--- config.mk ---
export PLATFORM = sky130hd
export DESIGN_NAME = cdb_arbiter
export DESIGN_NICKNAME = d
export VERILOG_FILES = /design/src/rtl/cdb_arbiter.sv
export SDC_FILE = /design/constraint.sdc
export NUM_CORES = 1
export LEC_CHECK = 0
export ABC_AREA = 1
export CELL_PAD_IN_SITES_DETAIL_PLACEMENT = 1
export CELL_PAD_IN_SITES_GLOBAL_PLACEMENT = 1
export CORE_UTILIZATION = 44
export DETAILED_ROUTE_END_ITERATION = 8
export PLACE_DENSITY = 0.85
export SLEW_MARGIN = 0
export SYNTH_ARGS = -nofsm -noshare
export SYNTH_HDL_FRONTEND = slang
export SYNTH_SLANG_ARGS = --single-unit
--- constraint.sdc ---
create_clock -name clk_in -period 3.9 [get_ports clk_in]
set_clock_uncertainty 0.15 [all_clocks]
set_input_delay 0.585 -clock clk_in [delete_from_list [all_inputs] [get_ports clk_in]]
set_output_delay 0.585 -clock clk_in [all_outputs]
set_load 0.005 [all_outputs]
--- src/rtl/cdb_arbiter.sv ---
// Common data bus arbiter: per-source result queues (ALU1, ALU2, LSB) drained
// one entry per cycle onto a registered broadcast bus in round-robin order.
// Latency: a result accepted at edge N appears on the bus after edge N+1 at the earliest.
// Backpressure: stall_* rises combinationally when a queue is full; the producer holds its result.
//
// Ports:
//   clk_in, rst_in (async, active-high), rdy_in (global pause), clear_signal (flush)
//   done_/value_/tag_{alu_1,alu_2,lsb} : producer result strobes, data and ROB tags
//   stall_{alu_1,alu_2,lsb}            : queue-full indications back to the producers
//   cdb_valid/cdb_value/cdb_tag/cdb_src: registered broadcast (src 0=ALU1, 1=ALU2, 2=LSB)

// Small circular queue used once per source. Push/pop/clear arrive fully
// qualified from the parent, so this block only tracks storage and occupancy.
module cdb_fifo #(
  parameter int DW = 36,
  parameter int AW = 1
) (
  input  logic          clk_i,
  input  logic          rst_i,
  input  logic          clr_i,
  input  logic          push_i,
  input  logic          pop_i,
  input  logic [DW-1:0] wdat_i,
  output logic [DW-1:0] head_o,
  output logic          full_o,
  output logic          empty_o
);
  localparam int DEPTH = 1 << AW;

  logic [DW-1:0] mem_q [DEPTH];
  logic [AW-1:0] rptr_q, rptr_d, wptr_q, wptr_d;
  logic [AW:0]   cnt_q, cnt_d;

  always_comb begin
    rptr_d = rptr_q;
    wptr_d = wptr_q;
    cnt_d  = cnt_q;
    if (clr_i) begin
      rptr_d = '0;
      wptr_d = '0;
      cnt_d  = '0;
    end else begin
      if (push_i) wptr_d = wptr_q + 1'b1;
      if (pop_i)  rptr_d = rptr_q + 1'b1;
      // Simultaneous push and pop leaves the occupancy unchanged.
      if (push_i && !pop_i)      cnt_d = cnt_q + 1'b1;
      else if (pop_i && !push_i) cnt_d = cnt_q - 1'b1;
    end
  end

  always_ff @(posedge clk_i or posedge rst_i) begin
    if (rst_i) begin
      rptr_q <= '0;
      wptr_q <= '0;
      cnt_q  <= '0;
    end else begin
      rptr_q <= rptr_d;
      wptr_q <= wptr_d;
      cnt_q  <= cnt_d;
    end
  end

  // Storage needs no reset: an entry is only read after it has been written.
  always_ff @(posedge clk_i) begin
    if (push_i) mem_q[wptr_q] <= wdat_i;
  end

  assign head_o  = mem_q[rptr_q];
  assign full_o  = (cnt_q == (AW+1)'(DEPTH));
  assign empty_o = (cnt_q == '0);
endmodule

module cdb_arbiter #(
  parameter int ROB_WIDTH  = 4,
  parameter int FIFO_WIDTH = 1
) (
  input  logic                 clk_in,
  input  logic                 rst_in,
  input  logic                 rdy_in,
  input  logic                 clear_signal,
  input  logic                 done_alu_1,
  input  logic                 done_alu_2,
  input  logic                 done_lsb,
  input  logic [31:0]          value_alu_1,
  input  logic [31:0]          value_alu_2,
  input  logic [31:0]          value_lsb,
  input  logic [ROB_WIDTH-1:0] tag_alu_1,
  input  logic [ROB_WIDTH-1:0] tag_alu_2,
  input  logic [ROB_WIDTH-1:0] tag_lsb,
  output logic                 stall_alu_1,
  output logic                 stall_alu_2,
  output logic                 stall_lsb,
  output logic                 cdb_valid,
  output logic [31:0]          cdb_value,
  output logic [ROB_WIDTH-1:0] cdb_tag,
  output logic [1:0]           cdb_src
);
  localparam int DW = 32 + ROB_WIDTH;

  logic [2:0]    done_v, full_v, empty_v, push_v, pop_v;
  logic [DW-1:0] wdat [3];
  logic [DW-1:0] head [3];
  logic          clr;

  logic                 grant_vld;
  logic [1:0]           grant_idx;
  logic [DW-1:0]        grant_dat;

  logic                 valid_q, valid_d;
  logic [31:0]          value_q, value_d;
  logic [ROB_WIDTH-1:0] tag_q, tag_d;
  logic [1:0]           src_q, src_d, rr_q, rr_d;

  // Modulo-3 add for the round-robin pointer (operands are always 0..2).
  function automatic logic [1:0] rr_add(input logic [1:0] base, input logic [1:0] off);
    logic [2:0] s;
    s = {1'b0, base} + {1'b0, off};
    if (s >= 3'd3) s = s - 3'd3;
    return s[1:0];
  endfunction

  assign done_v  = {done_lsb, done_alu_2, done_alu_1};
  assign wdat[0] = {value_alu_1, tag_alu_1};
  assign wdat[1] = {value_alu_2, tag_alu_2};
  assign wdat[2] = {value_lsb,   tag_lsb};

  assign clr = rdy_in & clear_signal;

  for (genvar g = 0; g < 3; g++) begin : g_src
    // Accept only when the queue was not full before this edge, so a full queue is never written.
    assign push_v[g] = rdy_in & ~clear_signal & done_v[g] & ~full_v[g];
    assign pop_v[g]  = rdy_in & ~clear_signal & grant_vld & (grant_idx == 2'(g));

    cdb_fifo #(.DW(DW), .AW(FIFO_WIDTH)) u_fifo (
      .clk_i   (clk_in),
      .rst_i   (rst_in),
      .clr_i   (clr),
      .push_i  (push_v[g]),
      .pop_i   (pop_v[g]),
      .wdat_i  (wdat[g]),
      .head_o  (head[g]),
      .full_o  (full_v[g]),
      .empty_o (empty_v[g])
    );
  end

  // Counts clear asynchronously, but gate explicitly so stalls read 0 throughout reset.
  assign stall_alu_1 = full_v[0] & ~rst_in;
  assign stall_alu_2 = full_v[1] & ~rst_in;
  assign stall_lsb   = full_v[2] & ~rst_in;

  // Round-robin search from rr_q using occupancy as it stood before the edge.
  always_comb begin
    logic [1:0] idx;
    grant_vld = 1'b0;
    grant_idx = rr_q;
    idx       = rr_q;
    for (int i = 0; i < 3; i++) begin
      idx = rr_add(rr_q, 2'(i));
      if (!grant_vld && !empty_v[idx]) begin
        grant_vld = 1'b1;
        grant_idx = idx;
      end
    end
  end

  always_comb begin
    case (grant_idx)
      2'd0:    grant_dat = head[0];
      2'd1:    grant_dat = head[1];
      default: grant_dat = head[2];
    endcase
  end

  always_comb begin
    valid_d = valid_q;
    value_d = value_q;
    tag_d   = tag_q;
    src_d   = src_q;
    rr_d    = rr_q;
    if (clear_signal) begin
      valid_d = 1'b0;
      rr_d    = 2'd0;
    end else if (grant_vld) begin
      valid_d = 1'b1;
      value_d = grant_dat[DW-1 -: 32];
      tag_d   = grant_dat[ROB_WIDTH-1:0];
      src_d   = grant_idx;
      rr_d    = rr_add(grant_idx, 2'd1);
    end else begin
      valid_d = 1'b0;
    end
  end

  // rdy_in low freezes every register, including the broadcast bus.
  always_ff @(posedge clk_in or posedge rst_in) begin
    if (rst_in) begin
      valid_q <= 1'b0;
      value_q <= '0;
      tag_q   <= '0;
      src_q   <= '0;
      rr_q    <= '0;
    end else if (rdy_in) begin
      valid_q <= valid_d;
      value_q <= value_d;
      tag_q   <= tag_d;
      src_q   <= src_d;
      rr_q    <= rr_d;
    end
  end

  assign cdb_valid = valid_q;
  assign cdb_value = value_q;
  assign cdb_tag   = tag_q;
  assign cdb_src   = src_q;
endmodule

==> impl_metrics.py <==
metrics = {
    "run_status": {
        "status": "finished, final reports clean",
    },
    "grt": {
        "grt.overflow.total": 0,
        "antenna_found_initial": 0,
        "grt_pass1_vias": 8589,
        "grt_use_total_pct": 27.3,
        "grt_pass1_wl_um": 49500,
        "grt_max_degree": 41,
    },
    "sta": {
        "setup_viol": 0,
        "fmax_ghz": 0.276,
        "hold_viol": 0,
        "finalCriticalPeriod_ns": 3.62,
        "max_slew_margin_pct": 37.8,
        "worstMarginPinSlew_ns": 0.932,
        "postLayoutSetupSlackWorst_ns": 0.280,
        "maxSlewViolCount": 0,
        "rsz0062_at_grt": "true",
        "period_share_pct": 92.8,
    },
    "critical_path": {
        "end_kind": "flip-flop",
        "required_ns": 4.21,
        "slowest_stage": "ha_2",
        "max_stage_delay_ns": 0.53,
        "path_delay_family": "adder cells",
        "crit_buf_inv": 4,
        "worstPathMaxFanout": 13,
        "cp_data_arrival_time_ns": 3.93,
        "cp-start-kind": "flip-flop",
        "timing.critical_path.cells": "inv_1 > ha_1 > inv_2 > nand3_1 > nand3_1 > nand2_1 > inv_2 > nand3_1 > o21ai_0 > ha_2 > buf_4 > o21a_1 > o21ai_0 > o221ai_1 > nand2_1 > nand2_1",
        "path_class": "reg -> reg",
    },
    "placed_design": {
        "routabilityCongestion": 0.869,
        "portBuffers": 156,
        "hpwl_um": 20200,
        "dp_slack_ns": 0.212,
    },
    "detailed_routing": {
        "wl_per_cell_um": 24.5,
        "drt-total-wl_um": 32900,
        "drtIter0Drc": 592,
        "route.detailed.drc": 0,
        "vias": 7675,
        "post_drt_via_cell_ratio": 5.72,
        "first_pass_iters": 7,
        "drtAntennaViolNets": 0,
    },
    "synthesis": {
        "synth.distinct_cells": 27,
        "synthTopCellsByArea": "edfxtp_1 (61%), dfrtp_1 (12%), o21ai_0 (5.4%)",
        "synthCells": 839,
        "synth_top_cell_by_area": "edfxtp_1",
        "synth_top_area_share_pct": 60.9,
        "yosysSeqAreaShare_pct": 73.3,
        "yosys_warnings": 0,
        "syn_nets": 961,
        "syn_area_mm2": 0.0107,
        "synth-seq-cells": 269,
        "avgSynthCellArea_um2": 12.7,
    },
    "cells_and_area": {
        "drive_gt1_share_pct": 10.3,
        "final.fill_count": 2355,
        "n_antenna_cell": 0,
        "fin_util_pct": 58.0,
        "syn2layout_area_growth_pct": 28.5,
        "finalNetCount": 1123,
    },
    "power_and_ir_drop": {
        "power-per-cell-area_mw_per_mm2": 924,
        "p_leak_nw": 5.01,
        "peakVddDrop_mv": 0.590,
    },
    "worst_hold_path": {
        "min_path_type": "reg -> reg",
    },
    "die": {
        "rows": 56,
        "io_pins": 157,
        "die_h_um": 158,
        "core_mm2": 0.0236,
        "die_width_um": 158,
        "initial_core_util_pct": 45.1,
        "die-area_mm2": 0.0248,
    },
    "clocking": {
        "numCtsBuffers": 28,
        "clkTransAtPathRegs_ns": 0.06,
        "clockRootBuffer": "clkbuf_16",
        "clk_latency_ns": 0.54,
        "clockBufferDepth": 3,
        "htree_levels": 1,
        "cts.sinks": 269,
        "cts_tree": "yes",
    },
    "run": {
        "maxCapViolCount": 0,
    },
}
## power breakdown
part	switching, mW	total, mW	internal, mW
clock network	1.09	2.83	1.74
logic	3.63	6.02	2.38
registers	0.320	3.80	3.48
## layout make-up
class	instances	area [µm²]	area share [%]
inverter	36	135	0.987
multi-input combinational	490	2570	18.7
tap	319	399	2.91
clock inverter	14	193	1.41
sequential	269	7820	57.1
clock buffer	37	786	5.74
timing repair buffer	176	1800	13.1
## logic make-up after synthesis
logic type	share of synthesized area, %
flip-flops	73.3
buffers and inverters	3.22
AND/OR/NAND/NOR	11.4
adder cells (fa/ha/maj)	0.822
AO/OA/AOI/OAI	11.2
## tightest hold or removal path, delay by kind of cell (launching register included)
family        cells  cell delay [ns]
flops             1             0.34
simple gates      2             0.11
## routing by layer
metal	global-route usage, %	up-vias	wire (µm)
met1	33.1	3918	12800
met4	9.52	0	926
met3	4.54	79	2140
met2	49.1	336	17000
li1	-	3342	-
met5	0	-	0
## metrics by stage
step	total power, mW	instances	hold WS [ns]	cell area [µm²]	TNS, ns
final	12.6	1341	0.331	13700	0
after global routing	13.4	1341	0.344	13700	-0.0177
after CTS	12.6	1340	0.337	13700	0
after detailed placement	9.63	1289	0.321	12700	0
after global placement	9.28	1289	0.313	12700	0
after floorplan	7.31	839	0.322	10700	0
## cell usage in the layout (no fill, tap or decap), types with 7 or more instances in the layout
cell             count
nand3_1             21
inv_1               25
nor2_1              92
nand2_2             12
edfxtp_1           216
nand2_1            139
clkinv_2             7
dfrtp_1             50
buf_12               7
nor2_4               7
nand4_1             11
o21a_1              36
clkbuf_16           29
buf_4               13
clkdlybuf4s50_1    156
o21ai_0            114
o221ai_1            36
inv_2               11
## Yosys cell counts, drive strengths merged
cell and instances:
ha 7, o21ai 116, inv 36, edfxtp 216
nand4 11, a21oi 4, buf 19, o211ai 1
o21a 36, nor2 100, nand3 23, nor3 3
o221ai 36, nand2 153, dfrtp 53, clkbuf 25
## worst paths after layout
kind	from	endpoint	slack, ns	cells past startpoint
worst max-delay path	rr_q[0]	cdb_value[25]	0.28	16
worst min-delay path	cdb_valid	cdb_valid	0.33	2
worst max register to register	rr_q[0]	cdb_value[25]	0.28	16
worst min register to register	cdb_valid	cdb_valid	0.33	2
max in group asynchronous	rst_in	cdb_value[27]	2.43	3
min in group asynchronous	rst_in	g_src[2].u_fifo.cnt_q[0]	0.44	2
## sequential cells by signal, indices dropped and copies added (netlist names)
register / cells
g_src.u_fifo.mem_q: 216
cdb_value: 32
g_src.u_fifo.wptr_q: 3
rr_q: 2
cdb_tag: 4
g_src.u_fifo.rptr_q: 3
cdb_valid: 1
g_src.u_fifo.cnt_q: 6
cdb_src: 2
## repair_timing
item | 4_1_cts | 5_1_grt
setup endpoints to repair | 0 | 26
gates resized for setup | 0 | 1
setup buffers | 0 | 1
hold buffers | 0 | 0
Power figures use the tool's default switching activity.
